## config.mk

```make
export PLATFORM = sky130hd
export DESIGN_NAME = multiplexor_display_7seg_flat
export DESIGN_NICKNAME = d
export VERILOG_FILES = /design/src/rtl/multiplexor_display_7seg_if.sv /design/src/rtl/multiplexor_display_7seg.sv /design/src/flat_wrapper.sv
export SDC_FILE = /design/constraint.sdc
export NUM_CORES = 1
export LEC_CHECK = 0
export CAP_MARGIN = 20
export CORE_AREA = 2 2 91 85
export CTS_CLUSTER_DIAMETER = 40
export DETAILED_ROUTE_END_ITERATION = 7
export DIE_AREA = 0 0 93 87
export PLACE_DENSITY_LB_ADDON = 0.12
export RECOVER_POWER = 50
export SETUP_SLACK_MARGIN = 0.02
export SYNTH_ARGS = -nofsm -noshare
export SYNTH_HDL_FRONTEND = slang
export SYNTH_SLANG_ARGS = --single-unit
```

## constraint.sdc

```tcl
create_clock -name clk -period 4.2 [get_ports clk]
set_input_delay 0.84 -clock clk [delete_from_list [all_inputs] [get_ports clk]]
set_output_delay 0.84 -clock clk [all_outputs]
set_load 0.005 [all_outputs]
```

## src/rtl/multiplexor_display_7seg_if.sv

```systemverilog
// Digit bus from the BCD converter and the scanned display outputs of the 7-segment multiplexer.
// The master side supplies digits and the load strobe; the slave side drives anodes, segments and scan status.
interface multiplexor_display_7seg_if;
    logic       cargar;
    logic [3:0] unidades;
    logic [3:0] decenas;
    logic [3:0] centenas;
    logic [3:0] millares;
    logic [3:0] anodos;
    logic [6:0] segmentos;
    logic       punto;
    logic [1:0] digito_actual;
    logic       fin_barrido;

    modport master (
        output cargar, unidades, decenas, centenas, millares,
        input  anodos, segmentos, punto, digito_actual, fin_barrido
    );

    modport slave (
        input  cargar, unidades, decenas, centenas, millares,
        output anodos, segmentos, punto, digito_actual, fin_barrido
    );
endinterface

```

## src/rtl/multiplexor_display_7seg.sv

```systemverilog
// Purpose: 4-digit time-multiplexed 7-segment driver with a shadow register; optional leading-zero blanking (SUPRESION_CEROS_EN).
// Latency: anodes/segments are registered, 1 cycle behind digito_actual; cargar reaches the display 2 edges later.
// Backpressure: none; cargar is accepted on any edge and the scan free-runs.
module multiplexor_display_7seg #(
    parameter int DIV_REFRESCO = 50000,
    parameter bit ACTIVO_BAJO  = 1'b1
) (
    input logic                        clk,
    input logic                        reset,
    multiplexor_display_7seg_if.slave  bus
);
    localparam int PW = (DIV_REFRESCO > 1) ? $clog2(DIV_REFRESCO) : 1;
    localparam logic [PW-1:0] PRESC_MAX = PW'(DIV_REFRESCO - 1);

    logic [PW-1:0] presc_q, presc_d;
    logic [1:0]    digito_q, digito_d;
    logic [15:0]   shadow_q, shadow_d;
    logic [3:0]    anodos_q, anodos_d;
    logic [6:0]    seg_q, seg_d;
    logic          fin_q, fin_d;

    logic          fin_slot;
    logic [3:0]    bcd_sel;
    logic          blank;
    logic [6:0]    seg_raw;

    function automatic logic [6:0] decode(input logic [3:0] v);
        logic [6:0] s;
        case (v)
            4'd0:    s = 7'b1111110;
            4'd1:    s = 7'b0110000;
            4'd2:    s = 7'b1101101;
            4'd3:    s = 7'b1111001;
            4'd4:    s = 7'b0110011;
            4'd5:    s = 7'b1011011;
            4'd6:    s = 7'b1011111;
            4'd7:    s = 7'b1110000;
            4'd8:    s = 7'b1111111;
            4'd9:    s = 7'b1111011;
            default: s = 7'b0000001;
        endcase
        return s;
    endfunction

    assign fin_slot = (presc_q == PRESC_MAX);

    always_comb begin
        presc_d  = fin_slot ? '0 : presc_q + 1'b1;
        digito_d = fin_slot ? digito_q + 2'd1 : digito_q;
        fin_d    = fin_slot && (digito_q == 2'd3);
        shadow_d = bus.cargar ? {bus.millares, bus.centenas, bus.decenas, bus.unidades}
                              : shadow_q;

        case (digito_q)
            2'd0:    bcd_sel = shadow_q[3:0];
            2'd1:    bcd_sel = shadow_q[7:4];
            2'd2:    bcd_sel = shadow_q[11:8];
            default: bcd_sel = shadow_q[15:12];
        endcase

`ifdef SUPRESION_CEROS_EN
        // Blank a zero digit only when every more-significant digit is zero too; units always show.
        case (digito_q)
            2'd3:    blank = (shadow_q[15:12] == 4'd0);
            2'd2:    blank = (shadow_q[15:8] == 8'd0);
            2'd1:    blank = (shadow_q[15:4] == 12'd0);
            default: blank = 1'b0;
        endcase
`else
        blank = 1'b0;
`endif

        seg_raw  = blank ? 7'b0000000 : decode(bcd_sel);
        anodos_d = (4'b0001 << digito_q) ^ {4{ACTIVO_BAJO}};
        seg_d    = seg_raw ^ {7{ACTIVO_BAJO}};
    end

    always_ff @(posedge clk) begin
        if (reset) begin
            presc_q  <= '0;
            digito_q <= 2'd0;
            shadow_q <= 16'd0;
            anodos_q <= {4{ACTIVO_BAJO}};
            seg_q    <= {7{ACTIVO_BAJO}};
            fin_q    <= 1'b0;
        end else begin
            presc_q  <= presc_d;
            digito_q <= digito_d;
            shadow_q <= shadow_d;
            anodos_q <= anodos_d;
            seg_q    <= seg_d;
            fin_q    <= fin_d;
        end
    end

    assign bus.anodos        = anodos_q;
    assign bus.segmentos     = seg_q;
    assign bus.punto         = ACTIVO_BAJO;
    assign bus.digito_actual = digito_q;
    assign bus.fin_barrido   = fin_q;
endmodule

```

## src/flat_wrapper.sv

```systemverilog
// flat-port wrapper written by rule: the top's interface ports become plain ports
module multiplexor_display_7seg_flat 
#(
    parameter int DIV_REFRESCO = 50000,
    parameter bit ACTIVO_BAJO  = 1'b1
)
  (clk, reset, bus_cargar, bus_unidades, bus_decenas, bus_centenas, bus_millares, bus_anodos, bus_segmentos, bus_punto, bus_digito_actual, bus_fin_barrido);
  multiplexor_display_7seg_if bus_i ();
  input logic clk;
  input logic reset;
  input wire logic [$bits(bus_i.cargar)-1:0] bus_cargar;
  input wire logic [$bits(bus_i.unidades)-1:0] bus_unidades;
  input wire logic [$bits(bus_i.decenas)-1:0] bus_decenas;
  input wire logic [$bits(bus_i.centenas)-1:0] bus_centenas;
  input wire logic [$bits(bus_i.millares)-1:0] bus_millares;
  output wire logic [$bits(bus_i.anodos)-1:0] bus_anodos;
  output wire logic [$bits(bus_i.segmentos)-1:0] bus_segmentos;
  output wire logic [$bits(bus_i.punto)-1:0] bus_punto;
  output wire logic [$bits(bus_i.digito_actual)-1:0] bus_digito_actual;
  output wire logic [$bits(bus_i.fin_barrido)-1:0] bus_fin_barrido;
  assign bus_i.cargar = bus_cargar;
  assign bus_i.unidades = bus_unidades;
  assign bus_i.decenas = bus_decenas;
  assign bus_i.centenas = bus_centenas;
  assign bus_i.millares = bus_millares;
  assign bus_anodos = bus_i.anodos;
  assign bus_segmentos = bus_i.segmentos;
  assign bus_punto = bus_i.punto;
  assign bus_digito_actual = bus_i.digito_actual;
  assign bus_fin_barrido = bus_i.fin_barrido;
  multiplexor_display_7seg #(.DIV_REFRESCO(DIV_REFRESCO), .ACTIVO_BAJO(ACTIVO_BAJO)) u_core (.clk(clk), .reset(reset), .bus(bus_i));
endmodule
```

==> reports/qor.yml, run 1 <==
post-synth-top-area-fraction: 0.442
synth-main-ff-cell: "dfxtp_1"
setup_tns_ns: 0
cts_tree: "done"
setup_violations: 0
antenna_cells: 0
drt-pass1-iter-count: 4
p_leak_nw: 0.994
clockBufferDepth: 2
drt_iter0_drc: 56
synth_edf_count: 0
syn_area_sq_um: 2080
fin_nets: 275
path_class: "in2reg"
fin_crit_ns: 2.83
gp_congestion: 0.804
cts_num_sinks: 46
wl_met3_microns: 208
synth_area_per_cell_sq_um: 9.59
dp_slack_ns: 1.78
die_w_microns: 93
p_per_area_nw_per_um2: 340
ys_warn_count: 0
relSlewSlack: 0.135
synth_seq_cells: 46
syn_nets: 247
outcome: "finished clean"
core_sq_um: 7210
fp.dieH_microns: 87
h-tree-depth: 2
synth-async-reset-ratio: 0
ios: 34
std_cell_rows: 30
worstHoldPathType: "reg2reg"
dr_total_vias: 1544
overflow: 0
hpwlAfterDp_microns: 3080
critPathRequiredTime_ns: 4.37
drive_gt1_frac: 0.0569
max_freq_ghz: 0.353
layout_common_cells: "dfxtp_1, nor2_1, mux2i_1, clkdlybuf4s50_1, dlygate4sd3_1"
startpoint_type: "input port"
cp-end-kind: "flop"
fin_worst_skew_ns: 0.0106
hold_viol: 0
drv_slew: 0
path_max_fanout: 30
cts_setup_buffers: 0
grt_use_total: 0.114
ir_worst_vdd_v: 0.000110
ant_nets: 0
yosys.area.top_type: "dfxtp_1"
rsz0062_at_grt: "false"
cts_root_buf: "clkbuf_8"
grt_pass1_wl_microns: 7290
cts_buffers: 5
initial_core_util: 0.289
synthCells: 217
ys_seq_area_frac: 0.442
hold_buffers: 0
viasPerCell: 4.51
dr.max_layer_used: "met4"
routed_wl_microns: 4200
route.detailed.drc: 0
antenna_found_initial: 0
avgRoutedWirePerCell_microns: 12.3
setup_ws_ns: 1.37
die_area_sq_um: 8090
port_buffers: 32
ctsResizeCount: 0
maxCapViolations: 0
area_growth_syn_to_layout_pct: 24.0
layout_commonest_cell: "dfxtp_1"
fin_crit_sh: 0.674
worst_pin_slew_ns: 1.30
m1WireLength_microns: 2260
path_clk_slew_ns: 0.09
ys_top_cells_by_area: "dfxtp_1, mux2i_1, ha_1, nor2_1, xnor2_1"
wl_met2_microns: 1670
cp.arrival_ns: 3.00
insertion_delay_ns: 0.30
first_global_vias: 1489
grt_max_degree: 31
ys_types: 41
hold_slack_ns: 0.483
cell usage after synthesis, drive strengths merged, types with 7 or more instances:
cell type	instances
dfxtp	46
mux2i	22
xnor2	8
nor2	34
inv	11
a21oi	7
ha	11
nand3	8
clkbuf	9
stage by stage:
step,instances,instance area [sq um],util,power (mW)
floorplan,217,2080,-,0.523
global placement,334,2480,0.344,0.566
detailed placement,334,2480,0.344,0.566
CTS,342,2590,0.359,0.897
global route,342,2580,0.358,0.925
finish,342,2580,0.358,0.878
worst max-delay path: stages:
cell	delay, ns
dlygate4sd3_1	0.52
clkbuf_1	0.95
nand2b_1	0.58
nor2_1	0.10
power by group:
group	switching (mW)	internal (mW)	leakage, nW	total [mW]
Clock	0.149	0.178	0.0514	0.327
Sequential	0.00911	0.455	0.377	0.464
Combinational	0.0382	0.0491	0.565	0.0873
cell type report:
cell class / count / area (sq um)
sequential: 46 / 921
tap: 96 / 120
clock buffer: 6 / 72.6
multi-input combinational: 148 / 1070
timing repair buffer: 33 / 324
fill: 738 / 4620
inverter: 11 / 41.3
clock inverter: 2 / 37.5
state kept, by name (all words and copies together) (netlist names):
| register | flops |
|---|---|
| u_core.presc_q | 16 |
| u_core.shadow_q | 16 |
| u_core.bus.segmentos | 7 |
| u_core.bus.anodos | 4 |
| u_core.bus.digito_actual | 2 |
| u_core.bus.fin_barrido | 1 |
worst paths after layout:
check                           cells after the start  slack, ns                                  to                                      from
worst min register to register                      1       0.48        u_core.presc_q[0]$_SDFF_PP0_              u_core.presc_q[0]$_SDFF_PP0_
worst max register to register                      8       1.88  u_core.bus.segmentos[2]$_SDFF_PP1_  u_core.bus.digito_actual[1]$_SDFFE_PP0P_
worst min-delay path                                1       0.48        u_core.presc_q[0]$_SDFF_PP0_              u_core.presc_q[0]$_SDFF_PP0_
worst max-delay path                                4       1.37       u_core.presc_q[12]$_SDFF_PP0_                                     reset
per-layer routing:
metal / GRT usage / up-vias
li1: - / 803
met1: 0.162 / 695
met2: 0.165 / 40
met3: 0.0338 / 6
met4: 0.0361 / 0
met5: 0 / -
kinds of logic after synthesis:
family          after synthesis  share of synthesized area
compound gates               21                     0.0709
buf+inv                      23                     0.0451
simple gates                 77                      0.197
mux                          25                      0.122
fa+ha+maj                    11                     0.0661
flops                        46                      0.442
other cells                   1                    0.00180
xor+xnor                     13                     0.0547
No activity file was read; power rests on OpenSTA's default activity.
==> run 2, diff against run 1 <==
==> constraint.sdc (replaced) <==
create_clock -name clk -period 2.4 [get_ports clk]
set_input_delay 0.48 -clock clk [delete_from_list [all_inputs] [get_ports clk]]
set_output_delay 0.48 -clock clk [all_outputs]
set_load 0.005 [all_outputs]
==> reports/qor.yml, run 2 (same netlist as run 1, synthesis figures left out) <==
p_per_area_nw_per_um2: 591  # +74%
worst_pin_slew_ns: 0.671  # -0.626 ns
combPwrFrac: 0.104  # +0.005
ant_nets: 0  # unchanged
cts_tree: "done"
std_cell_rows: 30  # unchanged
grt_max_degree: 18  # -42%
cts_num_sinks: 46  # unchanged
cts_setup_buffers: 0  # unchanged
cts_root_buf: "clkbuf_8"
register_area_sq_um: 921  # unchanged
setup_ws_ns: 0.218  # -1.15 ns
max_freq_ghz: 0.458
path_class: "reg2reg"
final_util: 0.362  # +0.00330
multi_input_area_sq_um: 1070  # +0.47%
core_sq_um: 7210  # unchanged
layout_commonest_cell: "dfxtp_1"
crit_path_top_delay_cell: "dfxtp_1"
avgRoutedWirePerCell_microns: 12.8  # +4.3%
drive_gt1_frac: 0.0723  # +0.0154
fin_crit_sh: 0.909
antenna_cells: 0  # unchanged
path_clk_slew_ns: 0.09  # about the same
dp_slack_ns: 0.211  # -1.57 ns
initial_core_util: 0.289  # unchanged
port_buffers: 32  # unchanged
n_fill_cell: 754  # +2.2%
maxCapViolations: 0  # unchanged
route.detailed.drc: 0  # unchanged
hold_viol: 0  # unchanged
rsz0062_at_grt: "false"
hold_depth: 1  # unchanged
die_w_microns: 93  # unchanged
fin_worst_skew_ns: 0.00823  # -0.00239 ns
ios: 34  # unchanged
antenna_found_initial: 0  # unchanged
layout_common_cells: "dfxtp_1, nor2_1, clkdlybuf4s50_1, mux2i_1"
p_seq_frac: 0.528  # about the same
relSlewSlack: 0.553  # +0.417
setup_tns_ns: 0  # unchanged
outcome: "finished clean"
path_max_fanout: 7  # -77%
fp.dieH_microns: 87  # unchanged
sw_frac_of_total: 0.223  # -0.00130
critPathRequiredTime_ns: 2.64  # -1.73 ns
fin_crit_ns: 2.18
dr_total_vias: 1570  # +1.7%
drt-pass1-iter-count: 4  # unchanged
p_switching_mw: 0.343  # +74%
r2r_cells: 8  # unchanged
hpwlAfterDp_microns: 3270  # +6.3%
cp_common_cell: "ha_1"
gp_congestion: 0.742  # -7.7%
insertion_delay_ns: 0.29  # about the same
grt_use_total: 0.118  # +0.00421
ir_worst_vdd_v: 0.000231  # +110%
drv_slew: 0  # unchanged
max_stage_delay_ns: 0.43  # -0.52 ns
cts_buffers: 5  # unchanged
hold_buffers: 0  # unchanged
clockBufferDepth: 2  # unchanged
finalPower_mw: 1.54  # +75%
fin_nets: 278  # +1.1%
grt_pass1_wl_microns: 7530  # +3.4%
h-tree-depth: 2  # unchanged
internal_power_mw: 1.20  # +76%
overflow: 0  # unchanged
cp-end-kind: "flop"
area_growth_syn_to_layout_pct: 25.2
startpoint_type: "flop"
crit_chain: "inv_1 > ha_1 > a222oi_1 > mux2i_2 > ha_1 > a211o_1 > o211ai_1 > a21o_1"
setup_violations: 0  # unchanged
worstHoldPathType: "reg2reg"
die_area_sq_um: 8090  # unchanged
routed_wl_microns: 4420  # +5.2%
finalInstanceArea_sq_um: 2610  # +0.92%
viasPerCell: 4.55  # +0.80%
placed_cell_area_sq_um: 2500  # +0.91%
p_leak_nw: 1.01  # +1.8%
ctsResizeCount: 0  # unchanged
pwr-share-clk: 0.368  # -0.004
first_global_vias: 1503  # +0.94%
drt_iter0_drc: 59  # +5.4%
cp.arrival_ns: 2.42  # -0.58 ns
## run 2: cell types whose count changed in the layout (fill, tap and decap cells not counted)
cell / before / now
and3_1: 2 / 1
and3_2: 0 / 1
buf_4: 0 / 2
clkbuf_1: 2 / 3
clkdlybuf4s50_1: 19 / 25
dlygate4sd3_1: 13 / 7
mux2i_1: 22 / 21
mux2i_2: 0 / 1
## run 2: worst paths after layout
| kind | end | start | slack (ns) |
|---|---|---|---|
| hold reg to reg | u_core.presc_q[0]$_SDFF_PP0_ | u_core.presc_q[0]$_SDFF_PP0_ | 0.48 |
| hold / removal | u_core.presc_q[0]$_SDFF_PP0_ | u_core.presc_q[0]$_SDFF_PP0_ | 0.48 |
| setup reg to reg | u_core.bus.segmentos[2]$_SDFF_PP1_ | u_core.bus.digito_actual[1]$_SDFFE_PP0P_ | 0.22 |
| setup / recovery | u_core.bus.segmentos[2]$_SDFF_PP1_ | u_core.bus.digito_actual[1]$_SDFFE_PP0P_ | 0.22 |
## run 2: power groups by stage
stage	clock, mW	combinational [mW]	sequential, mW
after global placement	0	0.164	0.833
after CTS	0.603	0.164	0.815
after global routing	0.633	0.179	0.819
final	0.567	0.160	0.814
after detailed placement	0	0.163	0.833
after floorplan	0	0.0859	0.829
## run 2: final cells by class
cell class / count / area share
multi-input combinational: 148 / 0.411
sequential: 46 / 0.353
timing repair buffer: 36 / 0.132
tap: 96 / 0.0461
clock buffer: 6 / 0.0278
inverter: 11 / 0.0158
clock inverter: 2 / 0.0144
## run 2: critical path: cells and delay by family, from the launching register on
kind	cells	cell delay, ns
adder cells (fa/ha/maj)	2	0.50
buffers and inverters	1	0.09
flip-flops	1	0.43
AO/OA/AOI/OAI	4	0.88
multiplexers	1	0.22
## run 2: per-layer routing
metal / GRT usage / part of all wire / vias up
met5: 0 / 0 / -
met4: 0.0414 / 0.013 / 0
met3: 0.0364 / 0.056 / 6
met2: 0.164 / 0.38 / 48
met1: 0.172 / 0.55 / 711
li1: - / - / 805
## run 2: metrics by stage
stage | hold slack, ns | instances
global placement | 0.455 | 337
global route | 0.526 | 345
finish | 0.478 | 345
floorplan | 0.440 | 217
detailed placement | 0.464 | 337
CTS | 0.484 | 345
